==> src/rtl/mul_pkg.sv <==
// Shared definitions for the iterative shift-add multiplier: FSM encoding,
// mode-bit positions and the iteration-count helper.
package mul_pkg;

  typedef enum logic [1:0] {
    IDLE = 2'd0,
    BUSY = 2'd1,
    DONE = 2'd2
  } state_t;

  localparam int MODE_HIGH   = 0;
  localparam int MODE_SIGNED = 1;

  function automatic int calc_iter(input int width, input int step_bits);
    return width / step_bits;
  endfunction

endpackage

==> src/rtl/mul_step.sv <==
// One combinational shift-add stage: adds the multiplicand, weighted by each
// of the STEP_BITS low multiplier bits, onto the running accumulator.
module mul_step #(
  parameter int WIDTH     = 32,
  parameter int STEP_BITS = 1
) (
  input  logic [2*WIDTH-1:0]   i_acc,
  input  logic [2*WIDTH-1:0]   i_mcand,
  input  logic [STEP_BITS-1:0] i_bits,
  output logic [2*WIDTH-1:0]   o_sum
);

  // Partial products for this step's multiplier bits, summed into the accumulator
  always_comb begin
    o_sum = i_acc;
    for (int k = 0; k < STEP_BITS; k++) begin
      if (i_bits[k]) begin
        o_sum = o_sum + (i_mcand << k);
      end else begin
        o_sum = o_sum;
      end
    end
  end

endmodule

==> src/rtl/mul_multicycle.sv <==
// Multi-cycle signed/unsigned multiplier with clk_en/start/done handshake,
// retiring STEP_BITS multiplier bits per BUSY cycle.
module mul_multicycle
  import mul_pkg::*;
#(
  parameter int WIDTH     = 32,
  parameter int STEP_BITS = 1
) (
  input  logic             clk,
  input  logic             reset_n,
  input  logic             clk_en,
  input  logic             start,
  input  logic [WIDTH-1:0] dataa,
  input  logic [WIDTH-1:0] datab,
  input  logic [1:0]       n,
  output logic [WIDTH-1:0] result,
  output logic             done
);

  localparam int ITER  = calc_iter(WIDTH, STEP_BITS);
  localparam int CNT_W = $clog2(ITER + 1);
  localparam logic [CNT_W-1:0] LAST_CNT = CNT_W'(ITER - 1);

  state_t             r_state;
  state_t             w_next_state;
  logic [CNT_W-1:0]   r_count;
  logic [2*WIDTH-1:0] r_acc;
  logic [2*WIDTH-1:0] r_mcand;
  logic [2*WIDTH-1:0] w_sum;
  logic [2*WIDTH-1:0] w_prod;
  logic [WIDTH-1:0]   r_mplier;
  logic [WIDTH-1:0]   r_result;
  logic [WIDTH-1:0]   w_mag_a;
  logic [WIDTH-1:0]   w_mag_b;
  logic               r_neg;
  logic               r_high;
  logic               r_done;
  logic               w_accept;
  logic               w_last;

  // Most-negative input maps onto itself, which read unsigned is the correct magnitude
  assign w_mag_a  = (n[MODE_SIGNED] && dataa[WIDTH-1]) ? -dataa : dataa;
  assign w_mag_b  = (n[MODE_SIGNED] && datab[WIDTH-1]) ? -datab : datab;
  assign w_accept = start && ((r_state == IDLE) || (r_state == DONE));
  assign w_last   = (r_state == BUSY) && (r_count == LAST_CNT);
  assign w_prod   = r_neg ? -w_sum : w_sum;
  assign result   = r_result;
  assign done     = r_done;

  mul_step #(
    .WIDTH     (WIDTH),
    .STEP_BITS (STEP_BITS)
  ) u_step (
    .i_acc   (r_acc),
    .i_mcand (r_mcand),
    .i_bits  (r_mplier[STEP_BITS-1:0]),
    .o_sum   (w_sum)
  );

  // FSM state register
  always_ff @(posedge clk) begin
    if (!reset_n) begin
      r_state <= IDLE;
    end else if (clk_en) begin
      r_state <= w_next_state;
    end else begin
      r_state <= r_state;
    end
  end

  // Next-state logic
  always_comb begin
    w_next_state = r_state;
    case (r_state)
      IDLE: begin
        if (start) w_next_state = BUSY;
        else       w_next_state = IDLE;
      end
      BUSY: begin
        if (r_count == LAST_CNT) w_next_state = DONE;
        else                     w_next_state = BUSY;
      end
      DONE: begin
        if (start) w_next_state = BUSY;
        else       w_next_state = IDLE;
      end
      default: w_next_state = IDLE;
    endcase
  end

  // Datapath: operand capture, shift-add iteration, sign fix-up and half select
  always_ff @(posedge clk) begin
    if (!reset_n) begin
      r_count  <= '0;
      r_acc    <= '0;
      r_mcand  <= '0;
      r_mplier <= '0;
      r_neg    <= 1'b0;
      r_high   <= 1'b0;
      r_result <= '0;
      r_done   <= 1'b0;
    end else if (clk_en) begin
      r_done <= w_last;
      if (w_accept) begin
        r_mcand  <= {{WIDTH{1'b0}}, w_mag_a};
        r_mplier <= w_mag_b;
        r_neg    <= n[MODE_SIGNED] & (dataa[WIDTH-1] ^ datab[WIDTH-1]);
        r_high   <= n[MODE_HIGH];
        r_acc    <= '0;
        r_count  <= '0;
      end else if (r_state == BUSY) begin
        // Shifting the multiplicand each step stands in for << count*STEP_BITS
        r_acc    <= w_sum;
        r_mcand  <= r_mcand << STEP_BITS;
        r_mplier <= r_mplier >> STEP_BITS;
        r_count  <= r_count + 1'b1;
        if (w_last) begin
          r_result <= r_high ? w_prod[2*WIDTH-1:WIDTH] : w_prod[WIDTH-1:0];
        end
      end
    end
  end

endmodule

==> config.mk <==
export PLATFORM = sky130hd
export DESIGN_NAME = mul_multicycle
export DESIGN_NICKNAME = d
export VERILOG_FILES = /design/src/rtl/mul_pkg.sv /design/src/rtl/mul_step.sv /design/src/rtl/mul_multicycle.sv
export SDC_FILE = /design/constraint.sdc
export NUM_CORES = 1
export LEC_CHECK = 0
export ABC_AREA = 0
export BUFFER_PORTS_ARGS = -buffer_cell sky130_fd_sc_hd__buf_2
export CAP_MARGIN = 20
export CELL_PAD_IN_SITES_DETAIL_PLACEMENT = 1
export CELL_PAD_IN_SITES_GLOBAL_PLACEMENT = 2
export CORE_ASPECT_RATIO = 1.1
export CORE_MARGIN = 2
export CORE_UTILIZATION = 40
export CTS_CLUSTER_SIZE = 25
export DETAILED_ROUTE_END_ITERATION = 7
export GPL_TIMING_DRIVEN = 0
export PLACE_DENSITY_LB_ADDON = 0.1
export SLEW_MARGIN = 20
export SYNTH_ARGS = -nofsm -noshare
export SYNTH_HDL_FRONTEND = slang
export SYNTH_HIERARCHICAL = 1
export SYNTH_SLANG_ARGS = --single-unit
==> constraint.sdc <==
create_clock -name clk -period 13.29 [get_ports clk]
set_input_delay 3.3225 -clock clk [delete_from_list [all_inputs] [get_ports clk]]
set_output_delay 3.3225 -clock clk [all_outputs]
set_load 0.05 [all_outputs]
Word-level counts from Yosys, hierarchy flattened --
Cells that the tools add are included. Widths: inputs -> output; s select.
Storage, ports and cells: flip-flop bits (word level) 203, word-level logic and storage cells 47
Operators by class: add/subtract/negate cells 5, equality and inequality tests 3, muxes and demuxes 16, bitwise logic cells 3, reductions and logical operators 11
Operator list (count):
- $mux 64 | 6
- $mux 32 | 5
- $add 64x64->64 | 1
- $neg 32->32 | 2
- $neg 64->64 | 1
- $mux 6 | 2
- $add 6x1->6 const B | 1
- $eq 6x5->1 const B | 1
- $logic_and 1x1->1 | 4
- $pmux 2 s2 | 1
- $reduce_and 2->1 | 2
- $reduce_and 4->1 | 1
- $eq 2x1->1 const B | 1
- $eq 2x2->1 const B | 1
- $logic_not 2->1 | 1
- $mux 2 | 1
- $reduce_bool 2->1 | 1
- $reduce_or 2->1 | 1
- $and 1x1->1 | 1
- $logic_or 1x1->1 | 1
- $mux 1 | 1
- $not 1->1 | 1
- $xor 1x1->1 | 1

Longest topological paths before layout --
Gate-level depths: netlist of the first run.
word-level depth 5, depth in mapped cells 18, gate-level depth less buffers 17

Cells and area by module --
Netlist of the first run, hierarchy kept.
Modules (own cells, without submodules):
- mul_multicycle | instances 1, cells each 1365, area each 10916.7 sq um, sequential area each 4063.9 sq um
- mul_step | instances 1, cells each 691, area each 4810.9 sq um, sequential area each 0.0 sq um

Least setup slack after synthesis of the first run --
No wires, ideal clock.
path type input -> register, from input datab[20], to register r_mplier[30], library setup time 95 ps, arrival 5258 ps, path slack 7937 ps, stages on the path 6, cells stage by stage or4_1 or4_1 nand3b_1 o31ai_1 xor2_1 a221oi_1
Between the ends: cells in the longest elaborated chain, start to end 3
RTL lines:
- from (decl) | RTL line mul_multicycle.sv:14 | input logic [WIDTH-1:0] datab,
- $neg 32->32 | RTL line mul_multicycle.sv:43 | assign w_mag_b = (n[MODE_SIGNED] && datab[WIDTH-1]) ? -datab : datab;
- $mux 32 | RTL line mul_multicycle.sv:43
- $mux 32 | RTL line mul_multicycle.sv:104 | if (w_accept) begin
- to (signal assigned) | RTL line mul_multicycle.sv:106 | r_mplier <= w_mag_b;
- to (signal assigned) | RTL line mul_multicycle.sv:115 | r_mplier <= r_mplier >> STEP_BITS;
- to (decl) | RTL line mul_multicycle.sv:31 | logic [WIDTH-1:0] r_mplier;
No other way between the ends. A chain may end at the register's enable or synchronous reset.

Worst setup path in the final report of the first run --
from register r_mcand[0], to register r_result[31], in the netlist result[31]
Between the ends: cells in the longest elaborated chain, start to end 5
RTL lines:
- from (decl) | RTL line mul_multicycle.sv:28 | logic [2*WIDTH-1:0] r_mcand;
- from (signal assigned) | RTL line mul_multicycle.sv:105 | r_mcand <= {{WIDTH{1'b0}}, w_mag_a};
- from (signal assigned) | RTL line mul_multicycle.sv:114 | r_mcand <= r_mcand << STEP_BITS;
- $add 64x64->64 | RTL line mul_step.sv:18 | o_sum = o_sum + (i_mcand << k);
- $mux 64 | RTL line mul_step.sv:17 | if (i_bits[k]) begin
- via w_sum[48] | RTL line mul_multicycle.sv:29 | logic [2*WIDTH-1:0] w_sum;
- $neg 64->64 | RTL line mul_multicycle.sv:46 | assign w_prod = r_neg ? -w_sum : w_sum;
- $mux 64 | RTL line mul_multicycle.sv:46
- $mux 32 | RTL line mul_multicycle.sv:118 | r_result <= r_high ? w_prod[2*WIDTH-1:WIDTH] : w_prod[WIDTH-1:0];
- to (signal assigned) | RTL line mul_multicycle.sv:118
- to (decl) | RTL line mul_multicycle.sv:32 | logic [WIDTH-1:0] r_result;
The timed path passes the listed nets, and every way through them passes these cells.

==> results_tabular.tex, run 1 <==
\begin{tabular}{lr}
\hline
Metric & Value \\
\hline
\multicolumn{2}{l}{\textbf{Place}} \\
Number of buffer cells added on primary ports & between 100 and 150 \\
Estimated wirelength of the detail-placed design & 55800 um \\
Placed instance count & 2666 \\
Gpl congestion & 0.941 \\
Instance area after placement & between 0.015 and 0.02 sq mm \\
Setup Slack @ Placement & 6750 ps \\
\multicolumn{2}{l}{\textbf{Worst setup path}} \\
R2r startpoint & r\_mcand[0] \\
Crit-path cells & ha\_1 -> fa\_1 -> a21oi\_1 -> nand4b\_1 -> a21o\_1 -> a31oi\_2 -> o31ai\_1 -> o21ai\_1 -> a21boi\_1 -> xnor2\_1 -> mux2\_2 -> nor4\_1 -> nand4\_1 -> nand3b\_1 -> o41ai\_1 -> xor2\_1 -> a21oi\_1 \\
Path type of the worst setup path & flop to flop \\
Number of cells on the worst reg-to-reg path & 17 \\
Worst R2R Setup Slack & 7090 ps \\
Type of destination of the critical path & flop \\
Family of cells with the greatest summed delay on the critical path & compound AO/OA/AOI/OAI gates \\
Buffers \& Inverters on Critical Path & 0 \\
WP data arrival & 6590 ps \\
Critical-path maximum fanout & 8 \\
Capturing point of the worst reg2reg path & result[31] \\
Cell with the largest stage delay on the worst path & sky130\_fd\_sc\_hd\_\_o41ai\_1 \\
Cell mode on critical path & sky130\_fd\_sc\_hd\_\_a21oi\_1 \\
Required time of the worst setup path & 13690 ps \\
Nature of the critical path startpoint & flop \\
Crit path largest cell delay & 780 ps \\
\multicolumn{2}{l}{\textbf{Layout}} \\
Total of fill cells in the finished design & between 4000 and 5000 \\
Diode count & 0 \\
Fraction of layout instances using a drive strength above 1 & 0.117 \\
Synthesis-to-layout area growth & 13.1\% \\
Final layout net count & 2325 \\
Area of all placed cells without fillers & 0.0178 sq mm \\
Post-route insts no fill & about 2700 \\
\multicolumn{2}{l}{\textbf{Flow run}} \\
Maxcap violations & 0 \\
\multicolumn{2}{l}{\textbf{Global routing}} \\
Initial antenna violation count & 0 \\
Maximum number of pins on one net before global-route repair & 13 \\
Wire length of the first global-routing pass & 104000 um \\
Via count of the first global-routing pass & 17700 \\
Overall Global Routing Usage & 0.334 \\
Total congestion overflow after global routing & 0 \\
\multicolumn{2}{l}{\textbf{Worst hold path}} \\
Hold Path End & result[0] \\
Cell depth of the worst hold path & 2 \\
Worst hold-check path type & flop to flop \\
Hold\_sp & result[0] \\
\multicolumn{2}{l}{\textbf{Timing}} \\
Max Clock Skew & 27.0 ps \\
Total count of hold-check failures in the final report & 0 \\
Setup slack after layout & $\sim$7100 ps \\
Highest achievable clock rate & around 0.16 GHz \\
Time the final worst path needs with I/O delays and setup & just over 6000 ps \\
Final Max Tran Viols & 0 \\
RSZ-0062 raised after global routing & false \\
Fraction of the cycle the final worst path needs & 0.466 \\
Relative slew slack & 0.130 \\
Final setup violation count & 0 \\
Slew at the pin closest to its max-slew limit & 1290 ps \\
Accumulated negative setup slack & 0 ps \\
\multicolumn{2}{l}{\textbf{Clock tree}} \\
CTS Buf Count & 26 \\
Quantity of hold-fixing buffers added after cts & 0 \\
H-tree depth reported by CTS & 1 \\
TritonCTS clock tree & done \\
Clock Pin Slew Worst Setup and Hold Paths & 60 ps \\
Worst-case clock buffer depth & 3 \\
Post-CTS setup-driven buffer insertion count & 0 \\
Sinks on Clock Net & between 200 and 250 \\
Clock latency reported for the late side of the worst-skew pair & roughly 570 ps \\
Count of instances resized after the clock tree is built & 0 \\
Root buffer cell & sky130\_fd\_sc\_hd\_\_clkbuf\_16 \\
\multicolumn{2}{l}{\textbf{Drt}} \\
Remaining routing DRC violations & 0 \\
Vias per cell & roughly 6.3 \\
WL/cell & about 26 um \\
Overall routed net length & slightly below 70000 um \\
Initial DRC Count & 973 \\
Total iterations of the first detailed-routing run & 5 \\
Count of antenna-violating nets left after detailed routing & 0 \\
Via total after detailed routing & 17200 \\
\multicolumn{2}{l}{\textbf{Synth}} \\
Most common library cells after synthesis & 237 x sky130\_fd\_sc\_hd\_\_nor2\_1, 203 x sky130\_fd\_sc\_hd\_\_dfxtp\_1, 173 x sky130\_fd\_sc\_hd\_\_a21oi\_1 \\
Post-synthesis instance area & between 0.015 and 0.02 sq mm \\
Count of flip-flops with a built-in enable after synthesis & 0 \\
Distinct cell type count of the synthesized netlist & 95 \\
Top flip-flop cell by instance count after synthesis & sky130\_fd\_sc\_hd\_\_dfxtp\_1 \\
Cell taking the most area after synthesis & sky130\_fd\_sc\_hd\_\_dfxtp\_1 \\
Post-synthesis register bit count & roughly 200 \\
Mapped Nets & between 2000 and 2500 \\
Avg Inst Size Synth & approximately 7.6 sq um \\
Main area contributors after synthesis & sky130\_fd\_sc\_hd\_\_dfxtp\_1 26\%, sky130\_fd\_sc\_hd\_\_nor2\_1 5.7\%, sky130\_fd\_sc\_hd\_\_a21oi\_1 5.5\% \\
Share of flip-flops with an asynchronous set or reset after synthesis & 0 \\
Synthesis Warnings & 6 \\
Area share of the largest cell type after synthesis & 0.258 \\
Part of the Yosys area used for sequential elements & 0.258 \\
Count leader, synth & sky130\_fd\_sc\_hd\_\_nor2\_1 \\
Instance count of the mapped netlist & 2056 \\
\multicolumn{2}{l}{\textbf{Floorplanning}} \\
Top-level I/O count & 103 \\
Count of standard-cell rows & 76 \\
Horizontal extent of the die & roughly 190 um \\
Placeable Area & 0.0390 sq mm \\
Overall die area & 0.0409 sq mm \\
Height of the die & 212 um \\
Effective utilization at floorplan & 0.403 \\
\multicolumn{2}{l}{\textbf{Pwr}} \\
Fraction of power spent switching nets & 0.309 \\
Static leakage & between 6 and 7 nW \\
Sum of internal, switching and leakage power & approximately 1.7 mW \\
Portion of total power attributed to the clock network & 0.444 \\
Total internal power & 1.18 mW \\
Reported net switching power & between 0.5 and 0.6 mW \\
Share of total power in combinational logic & 0.182 \\
Power Dens Cells & 95.6 mW/mm\^{}2 \\
Peak supply drop & 0.000106 V \\
Part of the total power dissipated in sequential elements & 0.373 \\
\multicolumn{2}{l}{\textbf{Run status}} \\
Outcome & finished clean \\
\hline
\end{tabular}
layer usage:
layer | wire length [um] | vias to the layer above | GRT usage
met1 | 27700 | 8493 | 0.371
met3 | 2820 | 214 | 0.0388
met5 | 0 | - | 0
met2 | 34400 | 501 | 0.601
met4 | 4750 | 0 | 0.208
li1 | - | 7979 | -
layout make-up:
| type | count | area, sq um | area share |
|---|---|---|---|
| plain buffers | 142 | 552 | 0.0310 |
| clock buffers | 35 | 736 | 0.0414 |
| clock inverters | 9 | 151 | 0.00851 |
| inverters | 45 | 169 | 0.00950 |
| multi-input cells | 1666 | 11000 | 0.616 |
| flip-flops and latches | 203 | 4060 | 0.228 |
| well taps | 507 | 634 | 0.0357 |
| repair buffers | 103 | 518 | 0.0291 |
power by group through the flow:
stage                     clock network, mW  logic [mW]  registers (mW)
after floorplan                           0       0.187           0.642
after global placement                    0       0.300           0.647
after detailed placement                  0       0.305           0.648
after CTS                             0.767       0.306           0.634
after global routing                  0.789       0.330           0.636
final                                 0.756       0.310           0.635
metrics by stage:
stage                     utilization  hold slack (ps)
final                           0.456              450
after global routing            0.456              486
after CTS                       0.456              455
after detailed placement        0.433              448
after global placement          0.433              442
after floorplan                     -              432
worst register-to-register path, stage by stage (launching register included):
cell and delay (ps):
sky130_fd_sc_hd__dfxtp_1 360, sky130_fd_sc_hd__ha_1 230, sky130_fd_sc_hd__fa_1 420, sky130_fd_sc_hd__a21oi_1 220, sky130_fd_sc_hd__nand4b_1 190, sky130_fd_sc_hd__a21o_1 250
sky130_fd_sc_hd__a31oi_2 200, sky130_fd_sc_hd__o31ai_1 690, sky130_fd_sc_hd__o21ai_1 220, sky130_fd_sc_hd__a21boi_1 250, sky130_fd_sc_hd__xnor2_1 100, sky130_fd_sc_hd__mux2_2 380
sky130_fd_sc_hd__nor4_1 600, sky130_fd_sc_hd__nand4_1 490, sky130_fd_sc_hd__nand3b_1 370, sky130_fd_sc_hd__o41ai_1 780, sky130_fd_sc_hd__xor2_1 200, sky130_fd_sc_hd__a21oi_1 90
cells by family after synthesis:
family	after synthesis	synth area share
mux	75	0.0523
fa+ha+maj	68	0.0546
flops	203	0.258
xor+xnor	135	0.0752
compound gates	686	0.295
simple gates	702	0.219
buf+inv	187	0.0458
sequential cells by signal (all words and copies together), names as in the netlist:
signal and cells:
r_count 6, r_acc 64, r_high 1, r_neg 1
r_state 2, r_mplier 32, r_mcand 64, result 32
done 1
worst max path at each step:
stage | cells after the start | to | slack (ps) | startpoint
after detailed placement | 7 | result[29] | 6750 | clk_en
after global routing | 17 | result[31] | 6920 | r_mcand[0]
after floorplan | 6 | r_mplier[30] | 7940 | datab[20]
after global placement | 7 | result[29] | 6740 | clk_en
final | 17 | result[31] | 7090 | r_mcand[0]
after CTS | 17 | result[31] | 7210 | r_mcand[0]
cell usage in the layout (no fill, tap or decap), drive strengths merged, types with 60 or more instances in the layout:
master and instances:
ha 67, buf 121, nor2 240, nand3 62
nand2 152, xor2 60, a21oi 176, o21ai 118
xnor2 75, a22oi 101, dfxtp 203, clkbuf 159
Power figures use the tool's default switching activity.
==> run 2, diff against run 1 <==
--- a/config.mk
+++ b/config.mk
@@ -12,7 +12,7 @@
 export CELL_PAD_IN_SITES_GLOBAL_PLACEMENT = 2
 export CORE_ASPECT_RATIO = 1.1
 export CORE_MARGIN = 2
-export CORE_UTILIZATION = 40
+export CORE_UTILIZATION = 37
 export CTS_CLUSTER_SIZE = 25
 export DETAILED_ROUTE_END_ITERATION = 7
 export GPL_TIMING_DRIVEN = 0
==> constraint.sdc (replaced) <==
create_clock -name clk -period 6.45 [get_ports clk]
set_input_delay 1.6125 -clock clk [delete_from_list [all_inputs] [get_ports clk]]
set_output_delay 1.6125 -clock clk [all_outputs]
set_load 0.05 [all_outputs]
==> run 2 against run 1 <==
Sequential power is 110% higher. First-iteration DRC count is 9.9% lower. Total power is 100% higher. Maximum frequency is 2.3% higher. Critical path depth stayed put. Via count is 1.4% lower. Clock skew is 4.1 ps higher. Worst hold slack better by 4.7 ps. Largest cell class unchanged.
==> results_tabular.tex, run 2 (same netlist as run 1, synthesis figures left out) <==
\begin{tabular}{lr}
\hline
Metric & Value \\
\hline
\multicolumn{2}{l}{\textbf{Timing}} \\
RSZ-0062 raised after global routing & false (unchanged) \\
Highest achievable clock rate & 0.165 GHz (was 0.161 GHz) \\
Relative slew slack & 0.236 (was 0.130) \\
Total count of hold-check failures in the final report & 0 (unchanged) \\
Time the final worst path needs with I/O delays and setup & 6060 ps (was 6200 ps) \\
Final setup violation count & 0 (unchanged) \\
Final Max Tran Viols & 0 (unchanged) \\
Fraction of the cycle the final worst path needs & 0.939 (was 0.466) \\
Slew at the pin closest to its max-slew limit & 1140 ps (was 1290 ps) \\
Accumulated negative setup slack & 0 ps (unchanged) \\
Max Clock Skew & 31.0 ps (was 27.0 ps) \\
\multicolumn{2}{l}{\textbf{Layout}} \\
Most common cell after layout, fill and taps aside & sky130\_fd\_sc\_hd\_\_nor2\_1 (unchanged) \\
Post-route insts no fill & 2772 (was 2710) \\
Fraction of layout instances using a drive strength above 1 & 0.119 (was 0.117) \\
Final core utilization & 0.424 (was 0.456) \\
Largest registers & r\_acc (64), r\_mcand (64) (unchanged) \\
Most frequent cells in the layout & 237 x sky130\_fd\_sc\_hd\_\_nor2\_1, 203 x sky130\_fd\_sc\_hd\_\_dfxtp\_1, 173 x sky130\_fd\_sc\_hd\_\_a21oi\_1 (unchanged) \\
Diode count & 0 (unchanged) \\
Total of fill cells in the finished design & 5270 (was 4873) \\
Final layout net count & 2325 (unchanged) \\
Synthesis-to-layout area growth & 13.5\% (was 13.1\%) \\
\multicolumn{2}{l}{\textbf{Clock tree}} \\
TritonCTS clock tree & done (unchanged) \\
Clock Pin Slew Worst Setup and Hold Paths & 60 ps (about the same) \\
Root buffer cell & sky130\_fd\_sc\_hd\_\_clkbuf\_16 (unchanged) \\
Post-CTS setup-driven buffer insertion count & 0 (unchanged) \\
H-tree depth reported by CTS & 1 (unchanged) \\
Worst-case clock buffer depth & 3 (unchanged) \\
Quantity of hold-fixing buffers added after cts & 0 (unchanged) \\
Count of instances resized after the clock tree is built & 0 (unchanged) \\
Sinks on Clock Net & 203 (unchanged) \\
Clock latency reported for the late side of the worst-skew pair & 560 ps (was 570 ps) \\
CTS Buf Count & 26 (unchanged) \\
\multicolumn{2}{l}{\textbf{Worst setup path}} \\
Cell mode on critical path & sky130\_fd\_sc\_hd\_\_a21oi\_1 (unchanged) \\
Buffers \& Inverters on Critical Path & 0 (unchanged) \\
Path type of the worst setup path & flop to flop (unchanged) \\
Number of cells on the worst reg-to-reg path & 17 (unchanged) \\
Critical-path maximum fanout & 8 (unchanged) \\
Nature of the critical path startpoint & flop (unchanged) \\
WP depth & 17 (unchanged) \\
WP data arrival & 6460 ps (was 6590 ps) \\
Cell with the largest stage delay on the worst path & sky130\_fd\_sc\_hd\_\_o31ai\_1 (was sky130\_fd\_sc\_hd\_\_o41ai\_1) \\
Type of destination of the critical path & flop (unchanged) \\
Crit path largest cell delay & 710 ps (was 780 ps) \\
Crit-path cells & ha\_1 -> fa\_1 -> a21oi\_1 -> nand4b\_1 -> a21o\_1 -> a31oi\_2 -> o31ai\_1 -> o21ai\_1 -> a21boi\_1 -> xnor2\_1 -> mux2\_2 -> nor4\_1 -> nand4\_1 -> nand3b\_1 -> o41ai\_1 -> xor2\_1 -> a21oi\_1 (unchanged) \\
Family of cells with the greatest summed delay on the critical path & compound AO/OA/AOI/OAI gates (unchanged) \\
Required time of the worst setup path & 6850 ps (was 13690 ps) \\
\multicolumn{2}{l}{\textbf{Pwr}} \\
Sum of internal, switching and leakage power & 3.48 mW (was 1.70 mW) \\
Fraction of power spent switching nets & 0.314 (was 0.309) \\
Reported net switching power & 1.09 mW (was 0.526 mW) \\
Share of total power in combinational logic & 0.185 (was 0.182) \\
Total internal power & 2.38 mW (was 1.18 mW) \\
Power Dens Cells & 195 mW/mm\^{}2 (was 95.6 mW/mm\^{}2) \\
Peak supply drop & 0.000162 V (was 0.000106 V) \\
Part of the total power dissipated in sequential elements & 0.377 (was 0.373) \\
Static leakage & 6.86 nW (was 6.88 nW) \\
Portion of total power attributed to the clock network & 0.439 (was 0.444) \\
\multicolumn{2}{l}{\textbf{Place}} \\
Number of buffer cells added on primary ports & 102 (unchanged) \\
Estimated wirelength of the detail-placed design & 56700 um (was 55800 um) \\
Placed instance count & 2726 (was 2666) \\
Gpl congestion & 0.964 (was 0.941) \\
\multicolumn{2}{l}{\textbf{Floorplanning}} \\
Top-level I/O count & 103 (unchanged) \\
Horizontal extent of the die & 201 um (was 193 um) \\
Overall die area & 0.0442 sq mm (was 0.0409 sq mm) \\
Height of the die & 220 um (was 212 um) \\
Effective utilization at floorplan & 0.374 (was 0.403) \\
Placeable Area & 0.0421 sq mm (was 0.0390 sq mm) \\
Count of standard-cell rows & 79 (was 76) \\
\multicolumn{2}{l}{\textbf{Drt}} \\
Total iterations of the first detailed-routing run & 5 (unchanged) \\
Count of antenna-violating nets left after detailed routing & 0 (unchanged) \\
Initial DRC Count & 877 (was 973) \\
Via total after detailed routing & 16900 (was 17200) \\
Vias per cell & 6.11 (was 6.34) \\
Remaining routing DRC violations & 0 (unchanged) \\
WL/cell & 25.5 um (was 25.7 um) \\
Overall routed net length & 70600 um (was 69600 um) \\
\multicolumn{2}{l}{\textbf{Global routing}} \\
Wire length of the first global-routing pass & 107000 um (was 104000 um) \\
Overall Global Routing Usage & 0.313 (was 0.334) \\
Total congestion overflow after global routing & 0 (unchanged) \\
Via count of the first global-routing pass & 17500 (was 17700) \\
Initial antenna violation count & 1 (was 0) \\
Maximum number of pins on one net before global-route repair & 13 (unchanged) \\
\multicolumn{2}{l}{\textbf{Run status}} \\
Outcome & finished clean (unchanged) \\
\multicolumn{2}{l}{\textbf{Worst hold path}} \\
Worst hold-check path type & flop to flop (unchanged) \\
Cell depth of the worst hold path & 2 (unchanged) \\
\multicolumn{2}{l}{\textbf{Flow run}} \\
Maxcap violations & 0 (unchanged) \\
\hline
\end{tabular}
run 2: changes by cell type in the layout (fill, tap and decap cells not counted):
cell / before / now
sky130_fd_sc_hd__clkbuf_1: 128 / 126
sky130_fd_sc_hd__bufinv_16: 4 / 3
sky130_fd_sc_hd__o311ai_0: 3 / 4
sky130_fd_sc_hd__inv_6: 0 / 1
sky130_fd_sc_hd__o311ai_1: 2 / 1
sky130_fd_sc_hd__inv_8: 1 / 0
sky130_fd_sc_hd__clkinv_2: 4 / 6
sky130_fd_sc_hd__clkinvlp_4: 0 / 3
run 2: metrics by stage:
stage	cell area (sq um)	hold WS (ps)	setup WS, ps
4_1_cts	17800	459	374
5_1_grt	17900	480	65.4
2_1_floorplan	15700	432	2230
3_5_place_dp	17000	450	446
6_report	17900	455	392
3_3_place_gp	16900	441	425
run 2: power by group through the flow:
stage,Combinational [mW],Sequential [mW],Clock [mW]
after floorplan,0.386,1.32,0
after global placement,0.623,1.33,0
after detailed placement,0.631,1.34,0
after CTS,0.634,1.31,1.54
after global routing,0.687,1.31,1.59
final,0.643,1.31,1.52
run 2: path summary, 6_finish.rpt:
path	slack, ps	end	startpoint
min reg2reg	460	result[0]	result[0]
min	460	result[0]	result[0]
max	390	result[31]	r_mcand[0]
max reg2reg	390	result[31]	r_mcand[0]
run 2: area by class of cell:
| cell class | instances | area [sq um] | share of cell area |
|---|---|---|---|
| Multi-Input combinational cell | 1666 | 11000 | 0.614 |
| Inverter | 45 | 169 | 0.00946 |
| Tap cell | 567 | 709 | 0.0397 |
| Timing Repair Buffer | 103 | 518 | 0.0290 |
| Sequential cell | 203 | 4060 | 0.228 |
| Clock inverter | 13 | 151 | 0.00848 |
| Buffer | 142 | 552 | 0.0309 |
| Clock buffer | 33 | 728 | 0.0408 |
run 2: per-layer routing:
metal	up-vias	global-route usage	share of wire	wire length, um
li1	7970	-	-	-
met2	445	0.582	0.50	35300
met3	183	0.0317	0.035	2440
met1	8351	0.354	0.41	28700
met4	0	0.168	0.059	4160
met5	-	0	0	0
run 2: worst min-delay path, delay by kind of cell, from the launching register on:
kind | cells | cell delay (ps)
flip-flops | 1 | 310
AND/OR/NAND/NOR | 1 | 50
AO/OA/AOI/OAI | 1 | 50
